$ cat config.mk
export PLATFORM = sky130hd
export DESIGN_NAME = sdram_ctrl_fsm
export DESIGN_NICKNAME = d
export VERILOG_FILES = /design/src/rtl/sdram_pkg.sv /design/src/rtl/sdram_refresh_timer.sv /design/src/rtl/sdram_ctrl_fsm.sv
export SDC_FILE = /design/constraint.sdc
export NUM_CORES = 1
export LEC_CHECK = 0
export CORE_ASPECT_RATIO = 1.25
export CORE_MARGIN = 3
export CORE_UTILIZATION = 25
export CTS_CLUSTER_SIZE = 28
export DETAILED_ROUTE_END_ITERATION = 8
export GPL_TIMING_DRIVEN = 0
export PLACE_DENSITY_LB_ADDON = 0.12
export SYNTH_ARGS = -nofsm -noshare
export SYNTH_HDL_FRONTEND = slang
export SYNTH_SLANG_ARGS = --single-unit
$ cat constraint.sdc
create_clock -name CLK_100M -period 3.34 [get_ports CLK_100M]
set_input_delay 0.668 -clock CLK_100M [delete_from_list [all_inputs] [get_ports CLK_100M]]
set_output_delay 0.668 -clock CLK_100M [all_outputs]
set_load 0.02 [all_outputs]
$ cat src/rtl/sdram_pkg.sv
// Shared state codes, address layout and default timing for the 100 MHz SDRAM controller.
// The INIT_*/WORK_* codes are also decoded by the downstream command stage.
package sdram_pkg;

  typedef enum logic [3:0] {
    INIT_PWRUP = 4'h0,
    INIT_PRECH = 4'h1,
    INIT_REF1  = 4'h2,
    INIT_REF2  = 4'h3,
    INIT_REF3  = 4'h4,
    INIT_REF4  = 4'h5,
    INIT_REF5  = 4'h6,
    INIT_REF6  = 4'h7,
    INIT_REF7  = 4'h8,
    INIT_REF8  = 4'h9,
    INIT_LMR   = 4'hA,
    INIT_READY = 4'hB
  } init_state_e;

  typedef enum logic [3:0] {
    WORK_IDLE    = 4'h0,
    WORK_ACTIVE  = 4'h1,
    WORK_TRCD    = 4'h2,
    WORK_READ    = 4'h3,
    WORK_CL      = 4'h4,
    WORK_RDATA   = 4'h5,
    WORK_RD_TAIL = 4'h6,
    WORK_WRITE   = 4'h7,
    WORK_WR_TAIL = 4'h8,
    WORK_AREF    = 4'h9
  } work_state_e;

  // ADDR_REQ layout: {bank, row, col}
  localparam int unsigned ADDR_W  = 22;
  localparam int unsigned BANK_HI = 21;
  localparam int unsigned BANK_LO = 20;
  localparam int unsigned ROW_HI  = 19;
  localparam int unsigned ROW_LO  = 8;
  localparam int unsigned COL_HI  = 7;
  localparam int unsigned COL_LO  = 0;

  localparam int unsigned DEF_T_POWERUP    = 20000;
  localparam int unsigned DEF_T_RP         = 2;
  localparam int unsigned DEF_T_RFC        = 7;
  localparam int unsigned DEF_T_MRD        = 2;
  localparam int unsigned DEF_T_RCD        = 2;
  localparam int unsigned DEF_CAS_LAT      = 3;
  localparam int unsigned DEF_BURST_LEN    = 8;
  localparam int unsigned DEF_T_WR         = 2;
  localparam int unsigned DEF_REF_INTERVAL = 1500;

  // Final in-state count value for a state held for 'period' cycles.
  function automatic logic [3:0] last_cnt(input int unsigned period);
    return 4'(period - 1);
  endfunction

endpackage

$ cat src/rtl/sdram_refresh_timer.sv
// Free-running auto-refresh interval counter with a sticky pending flag.
module sdram_refresh_timer
  import sdram_pkg::*;
#(
  parameter int unsigned REF_INTERVAL = DEF_REF_INTERVAL
) (
  input  logic CLK_100M,
  input  logic RST_N,
  input  logic REF_EN,
  input  logic REF_CLR,
  output logic REF_PENDING
);

  localparam int unsigned CW = $clog2(REF_INTERVAL);

  logic [CW-1:0] ref_cnt;
  logic          wrap;

  assign wrap = REF_EN && (ref_cnt == CW'(REF_INTERVAL - 1));

  // A wrap coinciding with a clear must not be lost, so set wins.
  always_ff @(posedge CLK_100M or negedge RST_N) begin
    if (!RST_N) begin
      ref_cnt     <= '0;
      REF_PENDING <= 1'b0;
    end else begin
      if (REF_EN) ref_cnt <= wrap ? '0 : ref_cnt + CW'(1);
      if (wrap) REF_PENDING <= 1'b1;
      else if (REF_CLR) REF_PENDING <= 1'b0;
    end
  end

endmodule

$ cat src/rtl/sdram_ctrl_fsm.sv
// Master sequencer: power-up init, request/refresh arbitration and data-path strobes.
// NS outputs are register D inputs; the command stage registers them onto the pins.
module sdram_ctrl_fsm
  import sdram_pkg::*;
#(
  parameter int unsigned T_POWERUP    = DEF_T_POWERUP,
  parameter int unsigned T_RP         = DEF_T_RP,
  parameter int unsigned T_RFC        = DEF_T_RFC,
  parameter int unsigned T_MRD        = DEF_T_MRD,
  parameter int unsigned T_RCD        = DEF_T_RCD,
  parameter int unsigned CAS_LAT      = DEF_CAS_LAT,
  parameter int unsigned BURST_LEN    = DEF_BURST_LEN,
  parameter int unsigned T_WR         = DEF_T_WR,
  parameter int unsigned REF_INTERVAL = DEF_REF_INTERVAL
) (
  input  logic        CLK_100M,
  input  logic        RST_N,
  input  logic        RD_REQ,
  input  logic        WR_REQ,
  input  logic [21:0] ADDR_REQ,
  output logic [21:0] SDRAM_ADDR_IN,
  output logic [3:0]  INIT_NS,
  output logic [3:0]  WORK_NS,
  output logic [3:0]  TIME_CNT_N,
  output logic        INIT_DONE,
  output logic        RD_ACK,
  output logic        WR_ACK,
  output logic        RD_DATA_VALID,
  output logic        WR_DATA_REQ,
  output logic        DQ_OE,
  output logic        BUSY
);

  init_state_e init_cs, init_ns;
  work_state_e work_cs, work_ns;
  logic [3:0]  time_cnt, time_cnt_nx;
  logic [14:0] pwr_cnt, pwr_cnt_nx;
  logic        wr_dir;
  logic        accept_rd, accept_wr, ref_take, ref_pending;

  always_comb begin
    init_ns    = init_cs;
    pwr_cnt_nx = pwr_cnt;
    case (init_cs)
      INIT_PWRUP: begin
        if (pwr_cnt == 15'(T_POWERUP - 1)) begin
          init_ns    = INIT_PRECH;
          pwr_cnt_nx = '0;
        end else begin
          pwr_cnt_nx = pwr_cnt + 15'd1;
        end
      end
      INIT_PRECH: if (time_cnt == last_cnt(T_RP)) init_ns = INIT_REF1;
      INIT_REF1, INIT_REF2, INIT_REF3, INIT_REF4, INIT_REF5, INIT_REF6, INIT_REF7:
        if (time_cnt == last_cnt(T_RFC)) init_ns = init_state_e'(init_cs + 4'd1);
      INIT_REF8:  if (time_cnt == last_cnt(T_RFC)) init_ns = INIT_LMR;
      INIT_LMR:   if (time_cnt == last_cnt(T_MRD)) init_ns = INIT_READY;
      default: ;
    endcase
  end

  always_comb begin
    work_ns   = work_cs;
    accept_rd = 1'b0;
    accept_wr = 1'b0;
    ref_take  = 1'b0;
    if (init_cs != INIT_READY) begin
      work_ns = WORK_IDLE;
    end else begin
      case (work_cs)
        WORK_IDLE: begin
          if (ref_pending) begin
            work_ns  = WORK_AREF;
            ref_take = 1'b1;
          end else if (WR_REQ) begin
            work_ns   = WORK_ACTIVE;
            accept_wr = 1'b1;
          end else if (RD_REQ) begin
            work_ns   = WORK_ACTIVE;
            accept_rd = 1'b1;
          end
        end
        WORK_ACTIVE:  work_ns = WORK_TRCD;
        WORK_TRCD:    if (time_cnt == last_cnt(T_RCD - 1))
                        work_ns = wr_dir ? WORK_WRITE : WORK_READ;
        WORK_READ:    work_ns = WORK_CL;
        WORK_CL:      if (time_cnt == last_cnt(CAS_LAT - 1)) work_ns = WORK_RDATA;
        WORK_RDATA:   if (time_cnt == last_cnt(BURST_LEN)) work_ns = WORK_RD_TAIL;
        WORK_RD_TAIL: if (time_cnt == last_cnt(T_RP)) work_ns = WORK_IDLE;
        WORK_WRITE:   if (time_cnt == last_cnt(BURST_LEN)) work_ns = WORK_WR_TAIL;
        WORK_WR_TAIL: if (time_cnt == last_cnt(T_WR + T_RP)) work_ns = WORK_IDLE;
        WORK_AREF:    if (time_cnt == last_cnt(T_RFC)) work_ns = WORK_IDLE;
        default:      work_ns = WORK_IDLE;
      endcase
    end
  end

  // One counter serves init until READY, then the work FSM; the power-up wait uses pwr_cnt.
  always_comb begin
    time_cnt_nx = time_cnt + 4'd1;
    if (init_cs != INIT_READY) begin
      if (init_ns != init_cs || init_cs == INIT_PWRUP) time_cnt_nx = '0;
    end else if (work_ns != work_cs) begin
      time_cnt_nx = '0;
    end
  end

  always_ff @(posedge CLK_100M or negedge RST_N) begin
    if (!RST_N) begin
      init_cs       <= INIT_PWRUP;
      work_cs       <= WORK_IDLE;
      time_cnt      <= '0;
      pwr_cnt       <= '0;
      wr_dir        <= 1'b0;
      SDRAM_ADDR_IN <= '0;
    end else begin
      init_cs  <= init_ns;
      work_cs  <= work_ns;
      time_cnt <= time_cnt_nx;
      pwr_cnt  <= pwr_cnt_nx;
      if (accept_rd || accept_wr) begin
        SDRAM_ADDR_IN <= ADDR_REQ;
        wr_dir        <= accept_wr;
      end
    end
  end

  sdram_refresh_timer #(
    .REF_INTERVAL(REF_INTERVAL)
  ) u_ref_timer (
    .CLK_100M   (CLK_100M),
    .RST_N      (RST_N),
    .REF_EN     (INIT_DONE),
    .REF_CLR    (ref_take),
    .REF_PENDING(ref_pending)
  );

  assign INIT_NS       = RST_N ? init_ns : 4'd0;
  assign WORK_NS       = RST_N ? work_ns : 4'd0;
  assign TIME_CNT_N    = RST_N ? time_cnt_nx : 4'd0;
  assign INIT_DONE     = (init_cs == INIT_READY);
  assign RD_ACK        = accept_rd;
  assign WR_ACK        = accept_wr;
  assign RD_DATA_VALID = (work_cs == WORK_RDATA);
  assign WR_DATA_REQ   = RST_N && (work_ns == WORK_WRITE);
  assign DQ_OE         = (work_cs == WORK_WRITE);
  assign BUSY          = (work_cs != WORK_IDLE) || !INIT_DONE;

endmodule

# Word-level counts from Yosys, hierarchy flattened
# Cells that the tools add are included.
op_classes:
  add_sub_neg: 4
  eq_ne: 30
  muxes: 41
  n_reduce_logical: 12
op_table:
  columns: ["operator", "count"]
  rows:
  - ["$mux W4", 22]
  - ["$eq A4 B3 Y1 const B", 11]
  - ["$pmux W4 S10", 1]
  - ["$eq A4 B4 Y1 const B", 6]
  - ["$eq A4 B2 Y1 const B", 5]
  - ["$pmux W4 S5", 1]
  - ["$add A15 B1 Y15 const B", 1]
  - ["$eq A15 B15 Y1 const B", 1]
  - ["$mux W15", 1]
  - ["$mux W1", 14]
  - ["$eq A4 B1 Y1 const B", 3]
  - ["$logic_not A4 Y1", 3]
  - ["$add A11 B1 Y11 const B", 1]
  - ["$eq A11 B11 Y1 const B", 1]
  - ["$mux W11", 1]
  - ["$add A4 B1 Y4 const B", 2]
  - ["$ne A4 B4 Y1", 2]
  - ["$reduce_or A7 Y1", 1]
  - ["$ne A4 B4 Y1 const B", 1]
  - ["$reduce_bool A4 Y1", 1]
  - ["$logic_or A1 B1 Y1", 3]
  - ["$mux W3", 1]
  - ["$logic_and A1 B1 Y1", 2]
  - ["$reduce_bool A2 Y1", 1]
  - ["$logic_not A1 Y1", 1]
word_totals:
  reg_bits: 62
  input_bits: 26
  out_inout_bits: 41
  elab_cells: 95

# Depth between registers and ports, before layout
logic_depth:
  depth_word: 9
  ltp_mapped: 10
  mapped_depth_nobuf: 10

# Cells and area by module
# Synthesis repeated with hierarchy kept, for this count alone.
hier_totals:
  hier_cells: 372
  area_unflattened_um2: 3721.1
modules_own_cells:
  columns: ["module", "instances", "cells_per_inst", "area_each_um2", "seq_area_each_um2"]
  rows:
  - ["sdram_ctrl_fsm", 1, 304, 3051.7, 1251.2]
  - ["sdram_refresh_timer", 1, 68, 669.4, 300.3]

# Least setup slack after synthesis
# OpenSTA, ideal clock, no wires.
synth_timing:
  kind: "reg-to-output"
  start: "register time_cnt[0]"
  end: "output port TIME_CNT_N[3]"
  t_arrival_ns: 2.736
  required_time_ns: 2.672
  slack_ns: -0.064
  path_stages_with_launch: 9
  n_path_buf: 0
  path_cell_list: "dfrtp_1 -> inv_1 -> ha_1 -> and3b_1 -> or4b_2 -> and4b_1 -> nor4_1 -> a32oi_2 -> nor3b_1"
synth_via:
  elab_chain_cells: 8
  word_cells_on_any_way: 27
  classes_between: "add/sub (1); eq/ne (6); mux (18); reduce/logical (2)"
synth_lines:
  columns: ["element", "line_no", "rtl"]
  rows:
  - ["from (decl)", "sdram_ctrl_fsm.sv:36", "logic [3:0] time_cnt, time_cnt_nx;"]
  - ["from (signal assigned)", "sdram_ctrl_fsm.sv:119", "time_cnt <= time_cnt_nx;"]
  - ["$eq A4 B3 Y1 (tied with other cells)", "sdram_ctrl_fsm.sv:55, sdram_ctrl_fsm.sv:56, sdram_ctrl_fsm.sv:92", null]
  - ["$mux W4 (tied with other cells)", "sdram_ctrl_fsm.sv:92", "WORK_AREF: if (time_cnt == last_cnt(T_RFC)) work_ns = WORK_IDLE;"]
  - ["$pmux W4 S10 / $pmux W4 S5 (equally long branches)", "sdram_ctrl_fsm.sv:70, sdram_ctrl_fsm.sv:44", null]
  - ["$mux W4 / $ne A4 B4 Y1 (equally long branches)", "sdram_ctrl_fsm.sv:67, sdram_ctrl_fsm.sv:102", null]
  - ["$ne A4 B4 Y1 / $logic_or A1 B1 Y1 (equally long branches)", "sdram_ctrl_fsm.sv:103, sdram_ctrl_fsm.sv:102", null]
  - ["$mux W4, on equally long branches", "sdram_ctrl_fsm.sv:103, sdram_ctrl_fsm.sv:102", null]
  - ["$mux W4 (*)", "sdram_ctrl_fsm.sv:101", "if (init_cs != INIT_READY) begin"]
  - ["$mux W4 (*)", "sdram_ctrl_fsm.sv:140", "assign TIME_CNT_N = RST_N ? time_cnt_nx : 4'd0;"]
  - ["to (decl)", "sdram_ctrl_fsm.sv:24", "output logic [3:0] TIME_CNT_N,"]
# Mark *: on every way between the ends. The rest lies on a longest branch, timed or not.

# Worst setup path after layout
layout_timing:
  start: "register pwr_cnt[5]"
  end: "output port TIME_CNT_N[0]"
layout_via:
  elab_chain_cells: 8
layout_lines:
  columns: ["element", "line_no", "rtl"]
  rows:
  - ["from (decl)", "sdram_ctrl_fsm.sv:37", "logic [14:0] pwr_cnt, pwr_cnt_nx;"]
  - ["from (signal assigned)", "sdram_ctrl_fsm.sv:120", "pwr_cnt <= pwr_cnt_nx;"]
  - ["$eq A15 B15 Y1", "sdram_ctrl_fsm.sv:46", "if (pwr_cnt == 15'(T_POWERUP - 1)) begin"]
  - ["$mux W4", "sdram_ctrl_fsm.sv:46", null]
  - ["$pmux W4 S5", "sdram_ctrl_fsm.sv:44", "case (init_cs)"]
  - ["$ne A4 B4 Y1", "sdram_ctrl_fsm.sv:102", "if (init_ns != init_cs || init_cs == INIT_PWRUP) time_cnt_nx = '0;"]
  - ["$logic_or A1 B1 Y1", "sdram_ctrl_fsm.sv:102", null]
  - ["$mux W4", "sdram_ctrl_fsm.sv:102", null]
  - ["$mux W4", "sdram_ctrl_fsm.sv:101", null]
  - ["$mux W4", "sdram_ctrl_fsm.sv:140", null]
# Every way passes these cells.

==> metrics.txt <==
fin util 37.4%; port bufs 66; placed insts between 500 and 600; Die Footprint roughly 15000 µm²; Rel. slew slack between 60% and 70%; Max Clk Rate approximately 280 MHz; Syn Nets approximately 380; Synth Register Bits a little over 60; RSZ-0062 raised after global routing true; skew final 0.0108 ns; Nets about 470; Residual DRC 0; Routed wire per std cell around 15 µm; Required @ worst endpoint approximately 2.7 ns; initial antenna violation count 0; final worst slack -0.205 ns; Post-synth top flop dfrtp_1; Netlist Area Pre-Place between 3000 and 4000 µm²; clock slew at reported path FFs 0.06 ns; average size of a mapped cell between 9 and 10 µm²; asr flop ratio synth between 90% and 100%; GRT overflow 0; std cell rows 47; Max Cap Viol 0; global-route wire length before repair roughly 15000 µm; Worst-Skew Late Latency 0.33 ns; Hold WC Path Type in -> async; critical path arrival 2.88 ns; Place WS -0.819 ns; Layout Area Growth over Synthesis 45.8%; Post-synth EDFFs 0; Critical Path Start pwr_cnt[5]; n_diodes 0; first drt pass iteration count 4; Tmin final ~3.5 ns; Worst R2R Setup Slack ~0.67 ns; CP max FO 6; Peak VDD IR ~0.18 mV; GP Congestion between 0.8 and 0.9; CTS tree done; reg-to-reg critical path startpoint init_cs[0]; Starting Density between 20% and 30%; clk buf depth 2; DR vias slightly below 3k; Mapped Cells between 300 and 400; commonest non-fill, non-tap cells in the layout 59 x dfrtp_1, 53 x clkdlybuf4s50_1, 32 x nor2_1, 28 x nand2_1, 23 x mux2_2; Leakage ~2.2 nW; outcome complete, but fails checks; failing checks setup timing; Post-CTS Hold Buffers 0; crit share post-route 106%; pin count of the biggest net entering global routing between 60 and 70; length in cells of the worst reg-to-reg path 8; Post-DP HPWL between 6000 and 7000 µm; Reg-to-Reg End SDRAM_ADDR_IN[12]; Netlist cell types between 50 and 60; slew at the pin closest to its max-slew limit approximately 0.6 ns; drt first-iter violations approximately 100; CTS Buf Count 9; I/O Pins between 60 and 70; Root Driver clkbuf_16; Slew Viols, Final 0; most common cell after layout, fill and taps aside dfrtp_1; DIE HEIGHT 137 µm; Hold Violations, Final 0; die width 110 µm; Fill cells around 1.3k; H-tree depth 3; via density per instance 4.82; Crit Path Category reg -> out; Clock Sinks between 60 and 70; GRT Util Overall roughly 12%; CP endpoint kind output pin; Power per Cell Area between 300 and 400 nW/µm²; Startpoint Class register; post-route ant nets 0; core footprint 13300 µm²; vias in the first global route a little over 3k; YS warnings 0; sequential cell area fraction in the yosys report 45.5%; Final setup viols 5; drt total wl about 9000 µm; non-filler cells, final 613; share of cells above drive strength 1 between 20% and 30%
==> cell usage after synthesis, types with 4 or more instances <==
master     n  area share [%]
xor2_1     9             2.3
nand3_1    8             1.2
and3_1     5            0.92
xnor2_1   11             2.8
nor2b_1    4            0.73
nor4_1     5            0.92
mux2_2    23             7.6
ha_1      11             4.0
o21ai_0   14             2.1
nor3b_1    7             1.5
a21o_1     6             1.3
a21oi_1   10             1.5
and2_1    10             1.8
clkbuf_1  10             1.1
inv_1     11             1.2
nor2_1    33             3.6
nand4_1    5            0.92
nand2_1   28             3.1
nand2b_1   6             1.1
nor3_1    10             1.5
dfrtp_1   62              45
==> repair_timing <==
action / in CTS / in global routing
hold endpoints to repair: 0 / 0
buffers inserted: 10 / 8
setup endpoints to repair: 14 / 13
pin swaps: 11 / 7
gates resized for setup: 65 / 25
==> cells by family (layout without fill, tap and decap cells) <==
family | after synthesis | count (layout) | share of synthesized area, %
DFF | 62 | 62 | 45.5
adders and majority gates | 11 | 11 | 4.04
xor gates and xnor gates | 20 | 20 | 5.14
muxes | 25 | 25 | 8.18
and+or+nand+nor | 143 | 143 | 22.7
AOI/OAI and AO/OA | 58 | 58 | 11.7
buffers and inverters | 25 | 123 | 2.79
==> critical path: stages, from the launching register on <==
cell and delay [ns]:
dfrtp_1 0.38, or4_4 0.55, or4_4 0.54, a21o_1 0.20, o41a_1 0.32, a32oi_2 0.18
buf_6 0.17, nor3b_2 0.05, buf_4 0.15
==> per-layer routing <==
metal | vias to the layer above | routed length, µm | global-route usage (%)
li1 | 1420 | - | -
met2 | 62 | 4530 | 21.1
met4 | 0 | 229 | 5.61
met5 | - | 0 | 0
met1 | 1453 | 3670 | 14.0
met3 | 17 | 462 | 3.72
==> report_power, final <==
part	internal [mW]	leakage (nW)	switching [mW]	total, mW
clock network	0.771	0.176	0.343	1.11
registers	0.752	0.847	0	0.752
logic	0.0306	1.14	0.0234	0.0540
total	1.55	2.16	0.367	1.92
==> stage by stage <==
step	TNS (ns)	cell area, µm²	hold WS (ns)	power [mW]
after detailed placement	-3.68	4320	0.485	0.820
after global routing	-1.45	4970	0.366	1.99
final	-0.905	4970	0.324	1.92
after floorplan	-0.121	3420	0.372	0.768
after CTS	-0.910	4850	0.354	1.96
after global placement	-80.15	4290	0.462	0.816
==> worst max path at each step <==
stage                    endpoint  slack [ns]  cells past startpoint
floorplan           TIME_CNT_N[0]       -0.06                      8
global placement    TIME_CNT_N[2]       -2.39                      4
detailed placement  TIME_CNT_N[2]       -0.82                      9
CTS                 TIME_CNT_N[0]       -0.23                      8
global route        TIME_CNT_N[0]       -0.29                      8
finish              TIME_CNT_N[0]       -0.20                      8
==> state kept, by name, summed over array words and instances (netlist names) <==
signal                   flops
SDRAM_ADDR_IN               22
init_cs                      4
pwr_cnt                     15
time_cnt                     4
u_ref_timer.REF_PENDING      1
u_ref_timer.ref_cnt         11
work_cs                      4
wr_dir                       1
==> layout make-up <==
type / count / area, µm² / area share, %
plain buffers: 10 / 40.0 / 0.805
repair buffers: 85 / 825 / 16.6
multi-input cells: 257 / 1930 / 38.9
clock inverters: 5 / 104 / 2.09
clock buffers: 11 / 253 / 5.08
inverters: 12 / 48.8 / 0.981
flip-flops and latches: 62 / 1560 / 31.3
well taps: 171 / 214 / 4.30
(Power assumes the default switching activity.)
